### config.mk
export PLATFORM = sky130hd
export DESIGN_NAME = alu_arbiter
export DESIGN_NICKNAME = d
export VERILOG_FILES = /design/src/rtl/alu_arbiter.sv
export SDC_FILE = /design/constraint.sdc
export NUM_CORES = 1
export LEC_CHECK = 0
export BUFFER_PORTS_ARGS = -buffer_cell sky130_fd_sc_hd__buf_2
export CAP_MARGIN = 25
export CORE_MARGIN = 8
export CORE_UTILIZATION = 41
export CTS_CLUSTER_DIAMETER = 30
export DETAILED_ROUTE_END_ITERATION = 12
export PLACE_DENSITY = 0.77
export SETUP_SLACK_MARGIN = 0.1
export SLEW_MARGIN = 30
export SYNTH_ARGS = -nofsm -noshare
export SYNTH_HDL_FRONTEND = slang
export SYNTH_SLANG_ARGS = --single-unit
### constraint.sdc
create_clock -name clk -period 1.9 [get_ports clk]
set_clock_uncertainty 0.2 [all_clocks]
set_input_delay 0.285 -clock clk [delete_from_list [all_inputs] [get_ports clk]]
set_output_delay 0.285 -clock clk [all_outputs]
set_load 0.005 [all_outputs]
### src/rtl/alu_arbiter.sv
// -----------------------------------------------------------------------------
// alu_arbiter
//   Shares one combinational 16-bit Hack ALU between two requesters. The block
//   accepts an operation from one port, holds its operands and control word in
//   op registers that drive the ALU for one execute cycle, captures the ALU
//   result, and presents it on a response channel tagged with the requester ID.
//
// Ports
//   clk, rst                      : clock (rising edge), async active-high reset
//   reqN_valid / reqN_ready       : request handshake, N = 0,1
//   reqN_x, reqN_y, reqN_ctrl     : operands and control word {zx,nx,zy,ny,f,no}
//   alu_x, alu_y, alu_zx..alu_no  : registered drives into the shared ALU
//   alu_out, alu_zr, alu_ng       : ALU results (combinational from the drives)
//   rsp_valid / rsp_ready         : response handshake
//   rsp_id, rsp_out, rsp_zr, rsp_ng : owner ID and registered ALU result
//
// Parameters
//   WIDTH      : datapath width (16 for the Hack ALU)
//   FIXED_PRIO : 0 = round-robin on ties, 1 = port 0 always wins ties
// -----------------------------------------------------------------------------
module alu_arbiter #(
    parameter int unsigned WIDTH      = 16,
    parameter bit          FIXED_PRIO = 1'b0
) (
    input  logic             clk,
    input  logic             rst,

    input  logic             req0_valid,
    output logic             req0_ready,
    input  logic [WIDTH-1:0] req0_x,
    input  logic [WIDTH-1:0] req0_y,
    input  logic [5:0]       req0_ctrl,

    input  logic             req1_valid,
    output logic             req1_ready,
    input  logic [WIDTH-1:0] req1_x,
    input  logic [WIDTH-1:0] req1_y,
    input  logic [5:0]       req1_ctrl,

    output logic [WIDTH-1:0] alu_x,
    output logic [WIDTH-1:0] alu_y,
    output logic             alu_zx,
    output logic             alu_nx,
    output logic             alu_zy,
    output logic             alu_ny,
    output logic             alu_f,
    output logic             alu_no,
    input  logic [WIDTH-1:0] alu_out,
    input  logic             alu_zr,
    input  logic             alu_ng,

    output logic             rsp_valid,
    input  logic             rsp_ready,
    output logic             rsp_id,
    output logic [WIDTH-1:0] rsp_out,
    output logic             rsp_zr,
    output logic             rsp_ng
);

    typedef enum logic [1:0] {
        S_IDLE = 2'd0,
        S_EXEC = 2'd1,
        S_RESP = 2'd2
    } state_t;

    state_t           r_state;
    logic             r_last;       // ID of the requester that owned the last response
    logic             r_id;
    logic [WIDTH-1:0] r_op_x;
    logic [WIDTH-1:0] r_op_y;
    logic [5:0]       r_op_ctrl;
    logic [WIDTH-1:0] r_res_out;
    logic             r_res_zr;
    logic             r_res_ng;
    logic             r_rsp_valid;

    logic             w_idle;
    logic             w_pick1;
    logic             w_gnt0;
    logic             w_gnt1;

    // Readies are gated by rst so nothing looks accepted while reset is held.
    assign w_idle  = (r_state == S_IDLE) && !rst;
    // On a tie, round-robin hands the grant to the port that did not own the
    // last response; fixed priority always favours port 0.
    assign w_pick1 = FIXED_PRIO ? 1'b0 : !r_last;
    assign w_gnt0  = w_idle && req0_valid && (!req1_valid || !w_pick1);
    assign w_gnt1  = w_idle && req1_valid && (!req0_valid ||  w_pick1);

    assign req0_ready = w_gnt0;
    assign req1_ready = w_gnt1;

    // ALU drives come straight from the op registers, so they only change at
    // an accept edge and never glitch.
    assign alu_x  = r_op_x;
    assign alu_y  = r_op_y;
    assign alu_zx = r_op_ctrl[5];
    assign alu_nx = r_op_ctrl[4];
    assign alu_zy = r_op_ctrl[3];
    assign alu_ny = r_op_ctrl[2];
    assign alu_f  = r_op_ctrl[1];
    assign alu_no = r_op_ctrl[0];

    assign rsp_valid = r_rsp_valid;
    assign rsp_id    = r_id;
    assign rsp_out   = r_res_out;
    assign rsp_zr    = r_res_zr;
    assign rsp_ng    = r_res_ng;

    always_ff @(posedge clk or posedge rst) begin
        if (rst) begin
            r_state     <= S_IDLE;
            r_last      <= 1'b1;
            r_id        <= 1'b0;
            r_op_x      <= '0;
            r_op_y      <= '0;
            r_op_ctrl   <= '0;
            r_res_out   <= '0;
            r_res_zr    <= 1'b0;
            r_res_ng    <= 1'b0;
            r_rsp_valid <= 1'b0;
        end else begin
            case (r_state)
                S_IDLE: begin
                    if (w_gnt0) begin
                        r_op_x    <= req0_x;
                        r_op_y    <= req0_y;
                        r_op_ctrl <= req0_ctrl;
                        r_id      <= 1'b0;
                        r_state   <= S_EXEC;
                    end else if (w_gnt1) begin
                        r_op_x    <= req1_x;
                        r_op_y    <= req1_y;
                        r_op_ctrl <= req1_ctrl;
                        r_id      <= 1'b1;
                        r_state   <= S_EXEC;
                    end
                end
                S_EXEC: begin
                    r_res_out   <= alu_out;
                    r_res_zr    <= alu_zr;
                    r_res_ng    <= alu_ng;
                    r_rsp_valid <= 1'b1;
                    r_state     <= S_RESP;
                end
                S_RESP: begin
                    if (rsp_ready) begin
                        r_rsp_valid <= 1'b0;
                        r_last      <= r_id;
                        r_state     <= S_IDLE;
                    end
                end
                default: begin
                    r_rsp_valid <= 1'b0;
                    r_state     <= S_IDLE;
                end
            endcase
        end
    end

endmodule

### After elaboration in Yosys (flattened, before gate mapping)

Index checks and enable logic that the tools add are counted.

| storage, ports and cells | value |
|---|---|
| word-level logic and storage cells | 46 |
| input bits | 99 |
| output and inout port bits | 60 |
| flip-flop bits (word level) | 61 |

| operators by class | value |
|---|---|
| muxes and demuxes | 14 |
| reductions and logical operators | 17 |
| equality and inequality tests | 4 |
| bitwise gates (word level) | 1 |

Operators by type and width:

| operator | count |
|---|---|
| $mux W16 | 4 |
| $mux W6 | 2 |
| $reduce_and A2 Y1 | 4 |
| $mux W2 | 3 |
| $pmux W2 S3 | 1 |
| $logic_and A1 B1 Y1 | 5 |
| $logic_not A1 Y1 | 4 |
| $mux W1 | 3 |
| $ne A3 B3 Y1 const B | 1 |
| $pmux W1 S3 | 1 |
| $eq A2 B1 Y1 const B | 1 |
| $eq A2 B2 Y1 const B | 1 |
| $logic_not A2 Y1 | 1 |
| $logic_or A1 B1 Y1 | 2 |
| $ne A2 B2 Y1 const B | 1 |
| $reduce_bool A2 Y1 | 1 |
| $not A1 Y1 | 1 |

### Longest topological paths before layout

Gate-level depths: netlist (run 1).

| depth | value |
|---|---|
| depth after elaboration | 7 |
| mapped depth | 5 |
| mapped depth without buffers | 3 |

### Worst setup path before layout (run 1)

Ideal clock, no wire load.

| path | value |
|---|---|
| path kind | register -> output |
| from | reg r_state[1] |
| to | out req1_ready |
| buffers on the path | 2 |
| data arrival time | 1297 ps |
| data required time | 1415 ps |
| path slack | 118 ps |
| cell stages (with the launch flop) | 6 |
| path through | dfrtp_1 -> nor3_2 -> buf_2 -> buf_4 -> nand2_1 -> a21oi_1 |

| between the ends | value |
|---|---|
| word-level cells in the longest chain between the ends | 4 |

RTL lines:

| what | line | source |
|---|---|---|
| from (decl) | 66 | `state_t r_state;` |
| from (signal assigned) | 112 | `r_state <= S_IDLE;` |
| from (signal assigned) | 130 | `r_state <= S_EXEC;` |
| from (signal assigned) | 136 | `r_state <= S_EXEC;` |
| $logic_not A2 Y1 | 83 | `assign w_idle = (r_state == S_IDLE) && !rst;` |
| $logic_and A1 B1 Y1 | 83 |  |
| $logic_and A1 B1 Y1 (2 in a row) | 88 | `assign w_gnt1 = w_idle && req1_valid && (!req0_valid \|\| w_pick1);` |
| to (decl) | 35 | `output logic req1_ready,` |

No other way between the ends.

### Worst setup path after layout (run 1)

| path | value |
|---|---|
| from | reg r_state[1] |
| to | out req0_ready |

| between the ends | value |
|---|---|
| word-level cells in the longest chain between the ends | 4 |

RTL lines:

| what | line | source |
|---|---|---|
| $logic_not A2 Y1 | 83 |  |
| $logic_and A1 B1 Y1 | 83 |  |
| $logic_and A1 B1 Y1 (2 in a row) | 87 | `assign w_gnt0 = w_idle && req0_valid && (!req1_valid \|\| !w_pick1);` |
| to (decl) | 29 | `output logic req0_ready,` |

No other way between the ends.

==> results.txt, run 1 <==
The largest individual stage delay along the critical path comes from the cell or3_4. The critical path goes through or3_4 > nor3_4 > buf_2. The reg-to-reg endpoint is alu_y[15]. For the pin with the worst max-slew slack, the measured transition is 0.711 ns. Fill cells in the final layout number 503.

Setup violations remaining at the end of the flow were counted as 2. The first-pass iteration count of the detailed router came out at 6. At the worst endpoint, the required time is 1.41 ns. Counting along the longest clock path gives a buffer depth of 2. Dividing total power by cell area gives a power density of 1220 nW/um2. Buffers placed on the I/O ports in this run total 158.

The critical path's top delay family was simple AND/OR/NAND/NOR gates. The worst register-to-register path has a setup slack of 0.03 ns. After detailed routing, the average wire length per cell comes to 21.7 um. In the final timing run, aggregate negative setup slack is -0.0530 ns.

The register share of total power is 36.1%, and the switching power is 2.34 mW. The count of nets left with antenna violations once routing finished came out at 0. Net switching is 37.5% of the power. For this configuration, the core starts out at a cell density of 42.0%.

The area growth from synthesis to layout is 68.8%. After synthesis, the largest area contributor takes up 49.6% of total cell area. The clock tree synthesis step divided the H-tree into 3 levels. The number of instances in the synthesized netlist came out at 289. The tools report the first-pass GRT wire length as 17.5 mm. The run finished, with violations left. TritonCTS built the clock tree. In this design, the stage delay of the slowest critical-path cell is 0.43 ns. Global routing used 21.6% of the available tracks across all layers. The shortest clock period the worst path allows after layout is 1.95 ns, and the total congestion overflow is 0.

By startpoint and endpoint, the worst setup path is classified as reg2out. STA classifies the critical path startpoint as a flip-flop. The run gives 56 as the maximum number of pins on one net before global-route repair. The commonest cells after synthesis are dfrtp_1, a21oi_1, a31oi_1, nand4_1, o31ai_1. Dividing the final minimum period by the clock period gives 102%. The final reports fail on negative setup slack. Ranked by total cell area, the synthesized netlist is headed by dfrtp_1, a31oi_1, nand4_1. The tools report the endpoint type of the worst setup path as an output port. For the site row count, the log shows 31. Based on the critical path, the design can be clocked at up to 0.514 GHz. Max-slew violation count: 0. In the final design database the tool counted 577 nets. The most common cell in the synthesized netlist is dfrtp_1. The part of the power in the clock network came out at 20.5%. When the netlist entered floorplanning its net count stood at 388.

In this run the mean area of a mapped cell was 10.5 um2. The I/O pin count is 159, and the number of buffers inserted during clock tree synthesis is 9. For the worst-case vdd ir drop, the log shows 0.537 mV.

The startpoint identified for the worst hold timing path is req1_ctrl[0]. For the DRC violation total after the first TritonRoute iteration, the log shows 203. The die outline width works out to 102 um. Area of the die: 10400 um2. The number of vias per cell after detailed routing was 5.86; the insertion delay to the later sink of the worst-skew pair was 0.34 ns. For this block, the via count after detailed routing is 3418. The run gives 7210 um2 as the area of the core.

The worst hold path terminates at r_op_ctrl[0]. Setup repair after global routing could not meet its margin everywhere. Remaining design rule violation count: 0. The share of final-layout standard cells stronger than drive strength 1 was 51.6%.

The tightest slew margin relative to the limit is 52.5%, and the number of hold violations in the final report is 0. Counting instances, the worst hold path has a depth of 3. The synthesized design spends more area on one cell type than any other, namely dfrtp_1. The min-delay analysis places its worst path in the category in2reg.

Counting flops with a built-in enable in the synthesized netlist gives 0. The number of antenna violations at the first check in global routing came out at 1. For this run, the register share of the synthesized area comes to 50.4%. The worst register-to-register path begins at r_state[1]. Routability-driven placement finished with a final weighted congestion of 0.763. The clock-pin slew of the registers on the worst-case setup and hold paths is 0.07 ns.

For this run, the leading register cell type out of synthesis is dfrtp_1. The floorplan die height is 102 um. The tree is rooted in a clkbuf_8.

In this run, distinct cell masters in the synthesized netlist total 27. For the post-synth design cell area, the log shows 3030 um2. Number of sinks driven by the clock tree: 61. The share of power burned in combinational logic came out at 43.5%. The via count of the first global-routing pass was 3405; the buffer and inverter count on the worst path was 1.

For the worst setup path, the data arrival time is 1.46 ns. The internal portion of the total power is 3.90 mW. The synthesized design contains 61 register bits. Across the run, the number of max-cap violations was 0.

The fraction of registers with async set/reset is 100%. The worst-case reg-to-reg path depth works out to 5. Final hold analysis gives a worst-case slack of 0.00773 ns. Detailed placement ended at an HPWL of 7.42 mm.

Along the worst path, the maximum fanout reaches 3. The design draws 6.24 mW. The Yosys warning count came out at 0. The run gives -0.0470 ns as the smallest setup slack after layout. For this design the static power due to leakage is 2.14 nW. The routed design has 12.6 mm of wire.
## per-layer routing
layer  vias up  share of wire (%)  track usage (%)
met5         -                  0                0
met4         0                1.8             7.11
met1      1683                 41             26.0
met3        20                8.6             6.95
met2       186                 49             35.8
li1       1529                  -                -
## area by class of cell
class / count / area (um2) / area share [%]
tap: 99 / 124 / 2.42
inverter: 2 / 11.3 / 0.220
timing repair buffer: 216 / 1510 / 29.6
antenna: 1 / 2.50 / 0.0489
multi-input combinational: 188 / 1720 / 33.7
clock inverter: 6 / 87.6 / 1.71
sequential: 61 / 1530 / 29.9
clock buffer: 10 / 128 / 2.50
## timing repair
item,4_1_cts,5_1_grt
hold buffers,25,3
setup endpoints to repair,2,50
setup buffers,3,3
endpoints found under the hold margin,34,3
resized for setup,4,73
cloned,0,3
pin swaps,4,58
## power groups by stage
stage	Combinational [mW]	Sequential (mW)	Clock, mW
floorplan	1.00	2.26	0
global placement	2.12	2.19	0
detailed placement	2.17	2.23	0
CTS	2.24	2.22	1.27
global route	2.93	2.32	1.35
finish	2.71	2.25	1.28
## logic make-up after synthesis
group           after synthesis  synth area share, %
simple gates                 50                 10.5
mux                          19                 7.06
flops                        61                 50.4
compound gates              119                 25.9
buf+inv                      40                 6.11
## how the worst max path moves through the flow
stage / start / to / slack, ns / cells after the start
after global routing: r_state[1] / req0_ready / -0.11 / 3
after floorplan: r_state[1] / req1_ready / 0.12 / 5
final: r_state[1] / req0_ready / -0.05 / 3
after CTS: r_state[0] / req0_ready / -0.03 / 3
after global placement: rst / alu_x[9] / 0.14 / 5
after detailed placement: rst / r_op_ctrl[1] / 0.10 / 5
## flip-flops by register name, summed over array words and instances, names as in the netlist
name       count
rsp_ng         1
r_state        2
rsp_id         1
rsp_out       16
alu_y         16
alu_x         16
rsp_valid      1
r_last         1
rsp_zr         1
r_op_ctrl      6
## metrics by stage
stage / setup slack (ns) / cell area (um2) / utilization [%] / instances
2_1_floorplan: 0.118 / 3030 / - / 289
3_3_place_gp: 0.142 / 4030 / 55.8 / 529
3_5_place_dp: 0.103 / 4030 / 55.8 / 529
4_1_cts: -0.0264 / 4530 / 62.9 / 573
5_1_grt: -0.105 / 5110 / 70.9 / 583
6_report: -0.0470 / 5110 / 70.9 / 583
## worst register-to-register path, stage by stage (launching register included)
cell and delay, ns:
dfrtp_1 0.40, or3_4 0.43, buf_12 0.18, buf_12 0.15
o31ai_2 0.24, a31oi_1 0.14
## layout by cell type (no fill, tap or decap), types with 9 or more instances in the layout
cell	n
buf_2	158
buf_4	12
a31oi_1	38
dlygate4sd3_1	28
clkbuf_8	9
buf_12	9
o31ai_4	27
dfrtp_1	60
mux2_1	19
o31ai_2	9
a21oi_1	39
nand4_1	38
Note: power is estimated with default switching activity, not from simulation.
==> run 2: changes to the inputs <==
--- a/config.mk
+++ b/config.mk
@@ -11,7 +11,7 @@
 export CORE_UTILIZATION = 41
 export CTS_CLUSTER_DIAMETER = 30
 export DETAILED_ROUTE_END_ITERATION = 12
-export PLACE_DENSITY = 0.77
+export PLACE_DENSITY = 0.76
 export SETUP_SLACK_MARGIN = 0.1
 export SLEW_MARGIN = 30
 export SYNTH_ARGS = -nofsm -noshare
==> run 2 against run 1 <==
Against the previous run: setup slack improved by 0.024 ns; combinational power fell by 7.4%; sequential share of layout area rose by 1.7 points; largest cell class is now sequential cells; count of clock-buffer cells in the layout fell by 1; fmax rose by 1.2%; sequential power fell by 2%; routed wire length fell by 5.7%; utilization fell by 3.8 points; global-route usage fell by 0.65 points; the flow still finishes with violations (negative setup slack); non-clock buffer count fell by 1; flip-flop and latch count did not move; die area did not move.
==> results.txt, run 2 (synthesized netlist as in run 1, its figures left out) <==
Violations in the final reports: negative setup slack (unchanged). The first-pass GRT wire length is 17.0 mm (was 17.5 mm). The final period utilization works out to 101% (was 102%). The actual transition at the worst max-transition pin came out at 0.864 ns (was 0.711 ns). The cell count of the worst hold path works out to 3 (unchanged). The worst-case vdd ir drop came out at 0.769 mV (was 0.537 mV). The number of hold violations in the final report was 0 (unchanged); the I/O pin count was 159 (unchanged).

Reg-to-reg endpoint: alu_y[9] (was alu_y[15]). The tools report the number of antenna violations at the first check in global routing as 0 (was 1). Kind of start point of the critical path: a flip-flop (unchanged). The sequential cell area is 1530 um2 (about the same), and the standby leakage power is 2.09 nW (was 2.14 nW). Number of maximum-capacitance violations: 0 (unchanged). The logs give 7210 um2 (unchanged) for the area of the core and 0.02 ns (was 0.03 ns) for the worst setup slack for register-to-register paths. The clock-pin slew of the registers on the worst-case setup and hold paths came out at 0.08 ns (was 0.07 ns). Critical path's top delay family: simple AND/OR/NAND/NOR gates (unchanged). Final count of negative-setup-slack endpoints: 1 (was 2).

The worst hold path startpoint is req1_y[15] (was req1_ctrl[0]). The tools report the number of sinks driven by the clock tree as 61 (unchanged). The shortest clock period the worst path allows after layout works out to 1.92 ns (was 1.95 ns).

The logs give 11.9 mm (was 12.6 mm) for the final routed wirelength across all metal layers and 21.0% (was 21.6%) for the overall routing resource usage. The critical register-to-register path startpoint is r_state[0] (was r_state[1]). Busiest metal layer after global routing: met2 (unchanged). The number of buffers inserted during clock tree synthesis is 9 (unchanged). The type of the setup path with the least slack is reg2out (unchanged). The logs give 10400 um2 (unchanged) for the area of the die and 0.0122 ns (was 0.00773 ns) for the worst hold margin. Setup repair after global routing could not meet its margin everywhere.

The tools report the final net count as 578 (was 577). The flow ran to the end, but the final reports show violations. The run gives 0.772 (was 0.763) as the routability congestion estimate from global placement.

The critical-path cell with the highest stage delay is or3_4 (unchanged). The DRC violation total after the first TritonRoute iteration came out at 147 (was 203). The tools report the endpoint type of the worst setup path as an output port (unchanged). The site row count is 31 (unchanged), and the total congestion overflow is 0 (unchanged). The first-pass iteration count of the detailed router is 5 (was 6). Max-slew violation count: 0 (unchanged).

The insertion delay to the later sink of the worst-skew pair is 0.33 ns (was 0.34 ns), and the smallest setup slack after layout is -0.0231 ns (was -0.0470 ns). The via count of the first global-routing pass was 3278 (was 3405); the maximum number of pins on one net before global-route repair was 38 (was 56). The run gives 35.4% (was 35.8%) as the met2 usage. The sum of net half-perimeters after detailed placement was 7.47 mm (was 7.42 mm). TritonCTS built the clock tree. The area growth from synthesis to final layout came out at 59.9% (was 68.8%).

For the via total after detailed routing, the log shows 3326 (was 3418). The overall power after layout is 6.29 mW (was 6.24 mW), and the starting density of the core is 42.0% (unchanged). The worst-case clock buffer depth was 2 (unchanged).

The data arrival time of the critical path is 1.44 ns (was 1.46 ns). The level count of the clock H-tree came out at 3 (unchanged). The power per cell area was 1300 nW/um2 (was 1220 nW/um2); the worst-case reg-to-reg path depth was 5 (unchanged). For the tightest slew margin relative to the limit, the log shows 42.3% (was 52.5%). The run gives 577 (was 503) as the fill cell total of the finished layout.

The area used by multi-input combinational logic was 1520 um2 (was 1720 um2); the buffer and inverter count on the worst path was 1 (unchanged). For the required arrival time at the worst endpoint, the log shows 1.41 ns (about the same). The worst hold path endpoint was alu_y[15] (was r_op_ctrl[0]). Most frequent cells in the layout: buf_2, dfrtp_1, a21oi_1, nand4_1, a31oi_1 (unchanged). For the post-route antenna net violation count, the log shows 0 (unchanged). Worst min-delay path class: in2reg (unchanged). The share of final-layout standard cells stronger than drive strength 1 is 49.2% (was 51.6%), and the remaining design rule violation count is 0 (unchanged). The cell area after placement is 3960 um2 (was 4030 um2).

Die outline width: 102 um (unchanged). The root buffer cell is clkbuf_8 (unchanged). Maximum net fanout on the critical path: 2 (was 3). The number of buffers added on ports is 158 (unchanged). The delay of the slowest cell on the worst path works out to 0.42 ns (was 0.43 ns). Critical-path cell list: or3_4 > nor3_4 > buf_2 (unchanged). The mean routed wirelength per cell is 20.4 um (was 21.7 um), and the met3 global-route usage is 4.29% (was 6.95%). The number of vias per cell after detailed routing came out at 5.70 (was 5.86). The floorplan die height was 102 um (unchanged). The most common cell after layout, fill and taps aside is buf_2 (unchanged). The tools report the final design instance area without fill as 4840 um2 (was 5110 um2). For the met1 track demand over resource, the log shows 25.5% (was 26.0%). The tools report the maximum clock frequency as 0.520 GHz (was 0.514 GHz).
## run 2: changes by cell type in the layout (fill, tap and decap cells not counted), moves of 2 or more
cell / before / now
o31ai_1: 2 / 19
o31ai_4: 27 / 11
buf_4: 12 / 20
buf_12: 9 / 4
buf_6: 2 / 5
dlygate4sd3_1: 28 / 25
bufinv_16: 2 / 4
clkbuf_16: 3 / 1
clkinvlp_4: 4 / 2
inv_6: 0 / 2
nor2b_4: 1 / 3
## run 2: worst min-delay path, cell delays in order
cell	delay [ns]
buf_2	0.10
o31ai_2	0.05
a31oi_1	0.07
## run 2: final cells by class
cell class,count,area share [%]
tap,99,2.56
clock buffer,9,2.56
timing repair buffer,215,28.6
clock inverter,7,3.00
sequential,61,31.6
multi-input combinational,190,31.5
antenna,1,0.0517
inverter,2,0.233
## run 2: per-stage QoR
step	util, %	worst slack [ns]	setup TNS, ns	std cells
floorplan	-	0.118	0	289
global placement	54.9	-0.0306	-0.0306	528
detailed placement	54.9	-0.0397	-0.0397	528
CTS	63.2	-0.00522	-0.00884	575
global route	67.1	-0.0660	-0.191	583
finish	67.1	-0.0231	-0.0231	584
## run 2: per-layer routing
metal,wire [um],vias up
met5,0,-
met4,158,0
met3,975,10
met2,6190,166
met1,4600,1620
li1,-,1530
## run 2: where the power goes
part / switching (mW) / internal (mW) / leakage (nW) / total, mW
combinational: 1.33 / 1.18 / 1.28 / 2.51
sequential: 0.322 / 1.89 / 0.685 / 2.21
clock: 0.557 / 1.01 / 0.130 / 1.57
## run 2: what timing repair did
| item | 4_1_cts | 5_1_grt |
|---|---|---|
| gates resized for setup | 9 | 33 |
| hold buffers | 22 | 3 |
| endpoints found under the setup margin | 21 | 40 |
| buffers inserted | 7 | 3 |
| endpoints found under the hold margin | 81 | 3 |
| cloned | 2 | 2 |
| pin swaps | 6 | 7 |
## run 2: how the worst max path moves through the flow
stage	start	to	slack, ns	cells after the start
3_3_place_gp	req1_valid	req0_ready	-0.03	4
5_1_grt	r_state[0]	req0_ready	-0.07	3
4_1_cts	r_state[1]	req0_ready	-0.005	3
6_report	r_state[0]	req0_ready	-0.02	3
2_1_floorplan	r_state[1]	req1_ready	0.12	5
3_5_place_dp	req1_valid	req0_ready	-0.04	4
==> run 3: changes to the inputs <==
==> config.mk (replaced) <==
export PLATFORM = sky130hd
export DESIGN_NAME = alu_arbiter
export DESIGN_NICKNAME = d
export VERILOG_FILES = /design/src/rtl/alu_arbiter.sv
export SDC_FILE = /design/constraint.sdc
export NUM_CORES = 1
export LEC_CHECK = 0
export BUFFER_PORTS_ARGS = -buffer_cell sky130_fd_sc_hd__buf_4
export CAP_MARGIN = 25
export CORE_MARGIN = 8
export CORE_UTILIZATION = 41
export CTS_CLUSTER_DIAMETER = 30
export DETAILED_ROUTE_END_ITERATION = 12
export PLACE_DENSITY = 0.77
export SETUP_SLACK_MARGIN = 0.1
export SYNTH_ARGS = -nofsm -noshare
export SYNTH_HDL_FRONTEND = slang
export SYNTH_SLANG_ARGS = --single-unit
==> run 3 against run 2 <==
Against the previous run: the flow still finishes with violations (negative setup slack); via count decreased by 0.24%; combinational power up 10%; sequential share of layout area decreased by 1.1 points; sequential power rose by 2%; critical endpoint unchanged.
==> results.txt, run 3 (synthesized netlist as in run 1, its figures left out) <==
The fill cell total of the finished layout was 535 (was 577). The critical path's top delay family is simple AND/OR/NAND/NOR gates (unchanged). The sum of net half-perimeters after detailed placement was 7.89 mm (was 7.47 mm); the overall power after layout was 6.31 mW (was 6.29 mW). The cell count of the worst hold path was 3 (unchanged). The final net count was 568 (was 578). The logs give 0 (unchanged) for the number of hold violations in the final report and 4390 um2 (was 3960 um2) for the cell area after placement. Critical-path cell list: or3_4 > nor3_4 > buf_4 (was or3_4 > nor3_4 > buf_2).

The run gives 1.41 ns (about the same) as the required arrival time at the worst endpoint. Worst hold path startpoint: req1_y[15] (unchanged). The logs give 0.523 GHz (was 0.520 GHz) for the maximum clock frequency and 0 (unchanged) for the max-slew violation count. The via total after detailed routing was 3318 (was 3326). Most frequent cells in the layout: buf_4, dfrtp_1, a21oi_1, nand4_1, a31oi_1 (was buf_2, dfrtp_1, a21oi_1, nand4_1, a31oi_1). Maximum number of pins on one net before global-route repair: 59 (was 38).

The tools report the kind of start point of the critical path as a flip-flop (unchanged). The buffer and inverter count on the worst path works out to 1 (unchanged). Worst setup slack for register-to-register paths: 0.04 ns (was 0.02 ns). For the number of sinks driven by the clock tree, the log shows 61 (unchanged).

The area growth from synthesis to final layout came out at 65.2% (was 59.9%). The most common cell after layout, fill and taps aside is buf_4 (was buf_2). The number of antenna violations at the first check in global routing is 0 (unchanged). The first-pass GRT wire length was 18.8 mm (was 17.0 mm). The worst-case vdd ir drop is 0.577 mV (was 0.769 mV), and the worst hold margin is 0.0194 ns (was 0.0122 ns). The area of the die is 10400 um2 (unchanged), and the smallest setup slack after layout is -0.0133 ns (was -0.0231 ns). Number of cells after detailed placement: 529 (was 528).

Final period utilization: 101% (about the same). The run gives 7210 um2 (unchanged) as the area of the core. Violations in the final reports: negative setup slack (unchanged). Number of maximum-capacitance violations: 0 (unchanged).

The tools report the I/O pin count as 159 (unchanged). Final routed wirelength across all metal layers: 12.4 mm (was 11.9 mm). The maximum net fanout on the critical path works out to 2 (unchanged).

The routability congestion estimate from global placement was 0.767 (was 0.772); the power per cell area was 1260 nW/um2 (was 1300 nW/um2). Share of final-layout standard cells stronger than drive strength 1: 48.9% (was 49.2%). Actual transition at the worst max-transition pin: 0.517 ns (was 0.864 ns). Clock-pin slew of the registers on the worst-case setup and hold paths: 0.07 ns (was 0.08 ns). The tools report the launching instance or port of the critical path as r_state[1] (was r_state[0]).

The tools report the final design instance area without fill as 5000 um2 (was 4840 um2). The critical register-to-register path startpoint was r_state[1] (was r_state[0]). Shortest clock period the worst path allows after layout: 1.91 ns (was 1.92 ns). Worst min-delay path class: in2reg (unchanged). The reg-to-reg endpoint is alu_x[3] (was alu_y[9]). The tools report the overall routing resource usage as 23.4% (was 21.0%). The critical-path cell with the highest stage delay is or3_4 (unchanged). The delay of the slowest cell on the worst path is 0.41 ns (was 0.42 ns), and the worst-case reg-to-reg path depth is 5 (unchanged). The die outline width was 102 um (unchanged); the level count of the clock H-tree was 3 (unchanged). First-pass iteration count of the detailed router: 5 (unchanged).

Worst-case clock buffer depth: 2 (unchanged). The run finished, with violations left. The run gives 2.17 nW (was 2.09 nW) as the standby leakage power. The run gives 573 (was 584) as the non-filler instance count after layout. The endpoint type of the worst setup path is an output port (unchanged). Setup repair after global routing could not meet its margin everywhere. Number of buffers inserted during clock tree synthesis: 9 (unchanged).

The logs give 0 (unchanged) for the post-route antenna net violation count and 65.5% (was 42.3%) for the tightest slew margin relative to the limit. Starting density of the core: 42.0% (unchanged). The type of the setup path with the least slack is reg2out (unchanged). The worst hold path endpoint is alu_y[15] (unchanged). For the count of inserted antenna diode cells, the log shows 0 (was 1).

The tools report the final cell utilization of the core as 69.4% (was 67.1%). The total negative slack for setup checks was -0.0133 ns (was -0.0231 ns); the floorplan die height was 102 um (unchanged). The run gives 31 (unchanged) as the site row count. TritonCTS built the clock tree. The run gives 227 (was 147) as the DRC violation total after the first TritonRoute iteration.

The remaining design rule violation count came out at 0 (unchanged). The number of buffers added on ports works out to 158 (unchanged). The logs give 3481 (was 3278) for the via count of the first global-routing pass and -0.0522 ns (was -0.0397 ns) for the setup slack after placement. Data arrival time of the critical path: 1.43 ns (was 1.44 ns).

The number of vias per cell after detailed routing is 5.79 (was 5.70), and the insertion delay to the later sink of the worst-skew pair is 0.32 ns (was 0.33 ns). The mean routed wirelength per cell came out at 21.6 um (was 20.4 um). Root buffer cell: clkbuf_8 (unchanged). The logs give 0 (unchanged) for the total congestion overflow and 1 (unchanged) for the final count of negative-setup-slack endpoints.
==> run 3: routing by layer <==
metal	track usage, %	wire (um)	part of all wire (%)	vias up
met1	28.8	5040	41	1614
met4	6.55	129	1.0	0
met5	0	0	0	-
met3	6.40	1220	9.8	14
li1	-	-	-	1500
met2	39.2	6010	48	190
==> run 3: tightest hold or removal path, cell delays in order <==
cell	delay [ns]
buf_4	0.11
o31ai_1	0.05
a31oi_1	0.06
==> run 3: final cells by class <==
type | instances | area (um2) | area share, %
Tap cell | 99 | 124 | 2.48
Clock inverter | 6 | 86.3 | 1.73
Timing Repair Buffer | 205 | 1680 | 33.7
Inverter | 2 | 11.3 | 0.225
Multi-Input combinational cell | 190 | 1430 | 28.7
Clock buffer | 10 | 138 | 2.75
Sequential cell | 61 | 1530 | 30.5
==> run 3: worst max path at each step <==
| stage | to | slack (ns) | cells past startpoint |
|---|---|---|---|
| after detailed placement | req0_ready | -0.05 | 4 |
| after CTS | req0_ready | 0.001 | 3 |
| final | req0_ready | -0.01 | 3 |
| after global routing | req0_ready | -0.05 | 3 |
| after floorplan | req1_ready | 0.12 | 5 |
| after global placement | req0_ready | -0.04 | 4 |
==> run 3: power by group <==
| part | total, mW | internal (mW) | switching, mW |
|---|---|---|---|
| Sequential | 2.26 | 1.89 | 0.365 |
| Clock | 1.29 | 0.772 | 0.514 |
| Combinational | 2.76 | 1.46 | 1.30 |
| Total | 6.31 | 4.13 | 2.18 |
==> run 3: what timing repair did <==
action	in CTS	in global routing
hold buffers	19	0
gates cloned	2	1
hold endpoints to repair	31	0
resized for setup	5	18
buffers inserted	3	2
pin swaps	3	4
setup endpoints to repair	13	40
